$ cat config.mk
export PLATFORM = sky130hd
export DESIGN_NAME = regfile_write_arbiter
export DESIGN_NICKNAME = d
export VERILOG_FILES = /design/src/rtl/regfile_arb_pkg.sv /design/src/rtl/regfile_wr_fifo.sv /design/src/rtl/regfile_write_arbiter.sv
export SDC_FILE = /design/constraint.sdc
export NUM_CORES = 1
export LEC_CHECK = 0
export CAP_MARGIN = 15
export CORE_MARGIN = 3
export CORE_UTILIZATION = 35
export CTS_CLUSTER_SIZE = 20
export DETAILED_ROUTE_END_ITERATION = 6
export SLEW_MARGIN = 40
export SYNTH_ARGS = -nofsm -noshare
export SYNTH_HDL_FRONTEND = slang
export SYNTH_SLANG_ARGS = --single-unit
$ cat constraint.sdc
create_clock -name clk -period 8.4 [get_ports clk]
set_input_delay 2.1 -clock clk [delete_from_list [all_inputs] [get_ports clk]]
set_output_delay 2.1 -clock clk [all_outputs]
set_load 0.03 [all_outputs]
$ cat src/rtl/regfile_arb_pkg.sv
`default_nettype none
// ============================================================================
// Module   : regfile_arb_pkg
// Brief    : Shared types for the register-file write-port arbiter.
// Revision : 1.0  initial release
// ============================================================================
package regfile_arb_pkg;

    localparam int DEFAULT_ADDR_W = 5;
    localparam int DEFAULT_DATA_W = 32;

    typedef struct packed {
        logic [DEFAULT_ADDR_W-1:0] rd;
        logic [DEFAULT_DATA_W-1:0] data;
    } wr_req_t;

    typedef enum logic [1:0] {
        SEL_IDLE       = 2'd0,
        SEL_WB         = 2'd1,
        SEL_MDU        = 2'd2,
        SEL_MDU_FORCED = 2'd3
    } port_sel_t;

endpackage
`default_nettype wire

$ cat src/rtl/regfile_wr_fifo.sv
`default_nettype none
// ============================================================================
// Module   : regfile_wr_fifo
// Brief    : Small write-request FIFO with combinational head and a
//            two-way destination lookup across all live entries.
// Revision : 1.0  initial release
// ============================================================================
module regfile_wr_fifo #(
    parameter int ADDR_W = 5,
    parameter int DATA_W = 32,
    parameter int DEPTH  = 2
) (
    input  logic              clk,
    input  logic              reset,
    input  logic              i_push,
    input  logic [ADDR_W-1:0] i_push_rd,
    input  logic [DATA_W-1:0] i_push_data,
    input  logic              i_pop,
    output logic              o_full,
    output logic              o_empty,
    output logic [ADDR_W-1:0] o_head_rd,
    output logic [DATA_W-1:0] o_head_data,
    input  logic [ADDR_W-1:0] i_q_a,
    input  logic [ADDR_W-1:0] i_q_b,
    output logic              o_hit_a,
    output logic              o_hit_b
);
    import regfile_arb_pkg::*;

    localparam int                 c_PTR_W = (DEPTH > 1) ? $clog2(DEPTH) : 1;
    localparam logic [c_PTR_W-1:0] c_LAST  = c_PTR_W'(DEPTH - 1);

    logic [ADDR_W-1:0]  r_rd   [DEPTH];
    logic [DATA_W-1:0]  r_data [DEPTH];
    logic [DEPTH-1:0]   r_vld;
    logic [DEPTH-1:0]   w_vld_nxt;
    logic [c_PTR_W-1:0] r_wp;
    logic [c_PTR_W-1:0] r_rp;

    assign o_full      = &r_vld;
    assign o_empty     = ~|r_vld;
    assign o_head_rd   = r_rd[r_rp];
    assign o_head_data = r_data[r_rp];

    // Clear before set so a full-FIFO push into the slot being popped survives.
    always_comb begin
        w_vld_nxt = r_vld;
        if (i_pop)
            w_vld_nxt[r_rp] = 1'b0;
        if (i_push)
            w_vld_nxt[r_wp] = 1'b1;
    end

    always_ff @(posedge clk or negedge reset) begin
        if (!reset) begin
            r_vld <= '0;
            r_wp  <= '0;
            r_rp  <= '0;
        end else begin
            r_vld <= w_vld_nxt;
            if (i_push)
                r_wp <= (r_wp == c_LAST) ? '0 : r_wp + 1'b1;
            if (i_pop)
                r_rp <= (r_rp == c_LAST) ? '0 : r_rp + 1'b1;
        end
    end

    always_ff @(posedge clk) begin
        if (i_push) begin
            r_rd[r_wp]   <= i_push_rd;
            r_data[r_wp] <= i_push_data;
        end
    end

    always_comb begin
        o_hit_a = 1'b0;
        o_hit_b = 1'b0;
        for (int i = 0; i < DEPTH; i++) begin
            if (r_vld[i] && (r_rd[i] == i_q_a))
                o_hit_a = 1'b1;
            if (r_vld[i] && (r_rd[i] == i_q_b))
                o_hit_b = 1'b1;
        end
    end

endmodule
`default_nettype wire

$ cat src/rtl/regfile_write_arbiter.sv
`default_nettype none
// ============================================================================
// Module   : regfile_write_arbiter
// Brief    : Shares the register-file write port between WB and the MDU,
//            buffers MDU results, tracks pending MDU destinations and bounds
//            how long a buffered result may be starved by WB.
//            ARB_MDU_BYPASS_EN: write an accepted MDU result in its accept
//            cycle when the port is otherwise free.
// Revision : 1.0  initial release
// ============================================================================
module regfile_write_arbiter #(
    parameter int DATA_W       = regfile_arb_pkg::DEFAULT_DATA_W,
    parameter int ADDR_W       = regfile_arb_pkg::DEFAULT_ADDR_W,
    parameter int FIFO_DEPTH   = 2,
    parameter int STARVE_LIMIT = 4
) (
    input  logic              clk,
    input  logic              reset,
    input  logic              wb_we,
    input  logic [ADDR_W-1:0] wb_rd,
    input  logic [DATA_W-1:0] wb_data,
    input  logic              mdu_valid,
    output logic              mdu_ready,
    input  logic [ADDR_W-1:0] mdu_rd,
    input  logic [DATA_W-1:0] mdu_data,
    input  logic              iss_valid,
    input  logic [ADDR_W-1:0] iss_rd,
    input  logic [ADDR_W-1:0] q_rs,
    input  logic [ADDR_W-1:0] q_rt,
    output logic              busy_rs,
    output logic              busy_rt,
    output logic              stall_req,
    output logic              rf_Regwr,
    output logic [ADDR_W-1:0] rf_Rw,
    output logic [DATA_W-1:0] rf_Bw
);
    import regfile_arb_pkg::*;

    localparam int                 c_NREG    = 2 ** ADDR_W;
    localparam int                 c_STV_W   = $clog2(STARVE_LIMIT + 1);
    localparam logic [c_STV_W-1:0] c_STV_MAX = c_STV_W'(STARVE_LIMIT);

    logic              w_full;
    logic              w_empty;
    logic [ADDR_W-1:0] w_head_rd;
    logic [DATA_W-1:0] w_head_data;
    logic              w_hit_rs;
    logic              w_hit_rt;

    logic [c_NREG-1:0]  r_pending;
    logic [c_NREG-1:0]  w_pending_nxt;
    logic [c_STV_W-1:0] r_starve;
    logic [ADDR_W-1:0]  r_last_rw;
    logic [DATA_W-1:0]  r_last_bw;

    port_sel_t         w_sel;
    logic [ADDR_W-1:0] w_sel_rd;
    logic [DATA_W-1:0] w_sel_data;
    logic              w_accept;
    logic              w_bypass;
    logic              w_push;
    logic              w_pop;
    logic              w_clr_en;
    logic              w_wb_req;
    logic              w_starved;

    // Reset gates ready and the WB request directly so nothing reaches the port while held.
    assign mdu_ready = reset & ~w_full;
    assign w_accept  = mdu_valid & mdu_ready & (mdu_rd != '0);
    assign w_wb_req  = reset & wb_we & (wb_rd != '0);
    assign w_starved = ~w_empty & (r_starve == c_STV_MAX);

`ifdef ARB_MDU_BYPASS_EN
    assign w_bypass = w_accept & w_empty & ~w_wb_req;
`else
    assign w_bypass = 1'b0;
`endif

    always_comb begin
        w_sel      = SEL_IDLE;
        w_sel_rd   = r_last_rw;
        w_sel_data = r_last_bw;
        if (w_starved) begin
            w_sel      = SEL_MDU_FORCED;
            w_sel_rd   = w_head_rd;
            w_sel_data = w_head_data;
        end else if (w_wb_req) begin
            w_sel      = SEL_WB;
            w_sel_rd   = wb_rd;
            w_sel_data = wb_data;
        end else if (!w_empty) begin
            w_sel      = SEL_MDU;
            w_sel_rd   = w_head_rd;
            w_sel_data = w_head_data;
        end else if (w_bypass) begin
            w_sel      = SEL_MDU;
            w_sel_rd   = mdu_rd;
            w_sel_data = mdu_data;
        end
    end

    assign w_clr_en  = (w_sel == SEL_MDU) || (w_sel == SEL_MDU_FORCED);
    assign w_pop     = w_clr_en & ~w_empty;
    assign w_push    = w_accept & ~w_bypass;

    assign rf_Regwr  = (w_sel != SEL_IDLE);
    assign rf_Rw     = w_sel_rd;
    assign rf_Bw     = w_sel_data;
    assign stall_req = (w_sel == SEL_MDU_FORCED);

    // A clear and a set of the same register in one cycle leaves it pending.
    always_comb begin
        w_pending_nxt = r_pending;
        if (w_clr_en)
            w_pending_nxt[w_sel_rd] = 1'b0;
        if (iss_valid && (iss_rd != '0))
            w_pending_nxt[iss_rd] = 1'b1;
    end

    assign busy_rs = r_pending[q_rs] | w_hit_rs;
    assign busy_rt = r_pending[q_rt] | w_hit_rt;

    always_ff @(posedge clk or negedge reset) begin
        if (!reset) begin
            r_pending <= '0;
            r_starve  <= '0;
            r_last_rw <= '0;
            r_last_bw <= '0;
        end else begin
            r_pending <= w_pending_nxt;
            if (w_sel != SEL_IDLE) begin
                r_last_rw <= w_sel_rd;
                r_last_bw <= w_sel_data;
            end
            if (w_empty || w_pop)
                r_starve <= '0;
            else if (r_starve != c_STV_MAX)
                r_starve <= r_starve + 1'b1;
        end
    end

    regfile_wr_fifo #(
        .ADDR_W (ADDR_W),
        .DATA_W (DATA_W),
        .DEPTH  (FIFO_DEPTH)
    ) u_fifo (
        .clk         (clk),
        .reset       (reset),
        .i_push      (w_push),
        .i_push_rd   (mdu_rd),
        .i_push_data (mdu_data),
        .i_pop       (w_pop),
        .o_full      (w_full),
        .o_empty     (w_empty),
        .o_head_rd   (w_head_rd),
        .o_head_data (w_head_data),
        .i_q_a       (q_rs),
        .i_q_b       (q_rt),
        .o_hit_a     (w_hit_rs),
        .o_hit_b     (w_hit_rt)
    );

    a_issue_not_pending: assert property (@(posedge clk) disable iff (!reset)
        (iss_valid && (iss_rd != '0)) |-> (!r_pending[iss_rd] || (w_clr_en && (w_sel_rd == iss_rd))));

endmodule
`default_nettype wire

==> impl_metrics.py <==
metrics = {
    "outcome": {
        "outcome": "finished, final reports clean",
    },
    "yosys": {
        "synth_top_area_share": 0.307,
        "synth_ff_type": "dfrtp_1",
        "yosysSeqAreaShare": 0.570,
        "synth-xor-area-share": 0.0267,
        "synth_area_leader_cell": "edfxtp_1",
        "synthMuxAreaShare": 0.0711,
        "synthTopCellsByArea": "edfxtp_1 31%, dfrtp_1 26%, o221a_1 7.6%",
        "synthArstFlopShare": 0.507,
        "synth-seq-cells": 150,
        "syn_area_um2": 7230,
        "synth-simple-area-share": 0.0753,
        "postSynthAreaPerCell_um2": 13.5,
        "synth_top_family_by_area": "compound AO/OA/AOI/OAI gates",
        "yosys_warnings": 0,
        "synthAdderAreaFrac": 0.00346,
        "syn_nets": 632,
        "synth.distinct_cells": 56,
        "synth_edf_count": 74,
        "synth_compound_area_frac": 0.218,
        "syn_inst": 536,
    },
    "timing": {
        "final_max_slew_viol_count": 0,
        "fmax_mhz": 136,
        "tns_ns": 0,
        "final-setup-viol-count": 0,
        "min_period_ns": 7.36,
        "worst_pin_slew_ns": 0.786,
        "whs_ns": 0.474,
        "skew_ns": 0.00738,
        "hold_viol_final": 0,
        "rsz0062_at_grt": "false",
        "slew_headroom": 0.461,
        "period_share": 0.876,
    },
    "critical_path": {
        "worst_path_most_repeated_cell": "clkdlybuf4s50_1",
        "worstPathMaxFanout": 43,
        "cp.required_ns": 6.30,
        "critPathBufInv": 3,
        "crit_chain": "clkdlybuf4s50_1 -> or3_4 -> o211ai_2 -> and2_1 -> nand2_2 -> buf_12 -> o221a_1 -> clkdlybuf4s50_1",
        "arrival_ns": 5.26,
        "worst-setup-path-type": "in2out",
        "cp_top_family": "buffers and inverters",
        "r2r_slack_ns": 5.66,
        "crit_slowest_cell": "clkdlybuf4s50_1",
        "max_stage_delay_ns": 0.61,
        "crit_path_start_kind": "input port",
        "crit_path_end_kind": "output port",
    },
    "floorplan": {
        "die_area_um2": 22400,
        "die_w_um": 150,
        "core_um2": 19800,
        "die_h_um": 150,
        "io-pin-count": 136,
        "num_rows": 51,
        "start_util": 0.364,
    },
    "layout": {
        "final_net_count": 756,
        "drive_above_1_share": 0.141,
        "synthToLayoutAreaGrowth_pct": 30.1,
        "final_common_cell": "clkdlybuf4s50_1",
        "final_cell_area_um2": 9410,
        "final_cell_mix": "133 x clkdlybuf4s50_1, 76 x dfrtp_1, 74 x edfxtp_1, 49 x o221a_1, 33 x o22a_1",
    },
    "power": {
        "p_per_area_nw_per_um2": 357,
        "p_total_mw": 3.35,
        "leakage_nw": 3.29,
        "peakVddDrop_mv": 0.265,
    },
    "detailed_routing": {
        "drtAntennaViolNets": 0,
        "drc": 0,
        "viasPerCell": 5.82,
        "firstDrtPassIters": 5,
        "via_count": 5469,
        "avgRoutedWirePerCell_um": 22.2,
        "drt-initial-drc-count": 345,
        "postRouteWirelength_mm": 20.9,
    },
    "clock_network": {
        "clock-sinks": 150,
        "cts_buffers": 17,
        "worst_setup_hold_path_clk_slew_ns": 0.06,
        "cts_tree": "done",
        "postCtsSetupRepairBufs": 0,
        "ctsResizeCount": 0,
        "clock_path_buffers": 2,
        "hold_buffers": 0,
        "htree_levels": 4,
        "clk-insertion-delay-late_ns": 0.42,
        "clockRootBuffer": "clkbuf_16",
    },
    "placement": {
        "globalplace.congestion": 0.903,
        "dp_hpwl_mm": 14.5,
        "io_buffers": 135,
        "dpl_cell_area_um2": 8810,
    },
    "global_routing": {
        "grt_pass1_wl_mm": 32.8,
        "overflow": 0,
        "grt_usage": 0.190,
        "grt_antenna_before_repair": 0,
        "grt_max_degree": 67,
        "grt_pass1_vias": 5866,
    },
    "worst_hold_path": {
        "hp-class": "reg2reg",
    },
    "run": {
        "maxCapViolCount": 0,
    },
}
[synth_stat cells (all sizes together) (15+ instances only)]
cell type	instances
buf	23
dfrtp	76
a21oi	15
nand2	16
o21ai	24
nand3	17
o221a	64
o22a	33
mux4	16
edfxtp	74
xor2	16
clkbuf	16
nor2	33
[state kept, by name (all words and copies together) (netlist names)]
signal,cells
r_last_bw,32
r_last_rw,5
r_pending,32
r_starve,3
u_fifo.r_data,64
u_fifo.r_rd,10
u_fifo.r_rp,1
u_fifo.r_vld,2
u_fifo.r_wp,1
[final timing paths]
path,from,end,cells after the start
setup reg to reg,u_fifo.r_rp,r_pending[26],5
min in group asynchronous,reset,r_pending[18],2
hold / removal,r_starve[0],r_starve[0],1
max in group asynchronous,reset,r_last_bw[17],3
hold reg to reg,r_starve[0],r_starve[0],1
setup / recovery,wb_rd[0],rf_Bw[3],8
[through the flow]
stage	setup WS [ns]	utilization	instances
final	1.04	0.474	939
after global routing	0.878	0.474	938
after CTS	1.05	0.474	938
after detailed placement	1.06	0.444	906
after global placement	1.12	0.443	906
after floorplan	2.51	-	536
[power breakdown]
group	total [mW]	internal (mW)	switching (mW)	leakage, nW
combinational	1.44	0.635	0.806	1.43
sequential	1.14	0.997	0.147	1.57
clock	0.769	0.446	0.323	0.286
total	3.35	2.08	1.28	3.29
[kinds of logic after synthesis]
kind of cell               count (synthesis)
AOI/OAI and AO/OA                        179
xor gates and xnor gates                  22
adders and majority gates                  2
buffers and inverters                     49
DFF                                      150
muxes                                     31
and+or+nand+nor                          103
[final cells by class]
| type | instances | area [µm²] |
|---|---|---|
| clock inverters | 15 | 170 |
| multi-input cells | 337 | 2890 |
| inverters | 10 | 37.5 |
| clock buffers | 17 | 425 |
| fillers | 1740 | 10400 |
| diodes | 1 | 2.50 |
| repair buffers | 144 | 1420 |
| well taps | 265 | 332 |
| flip-flops and latches | 150 | 4120 |
[layer usage]
metal / GRT usage / up-vias / wire, µm
li1: - / 2448 / -
met1: 0.242 / 2758 / 8650
met2: 0.319 / 236 / 10300
met3: 0.0518 / 27 / 1490
met4: 0.0581 / 0 / 410
met5: 0 / - / 0
No activity file was read; power rests on OpenSTA's default activity.
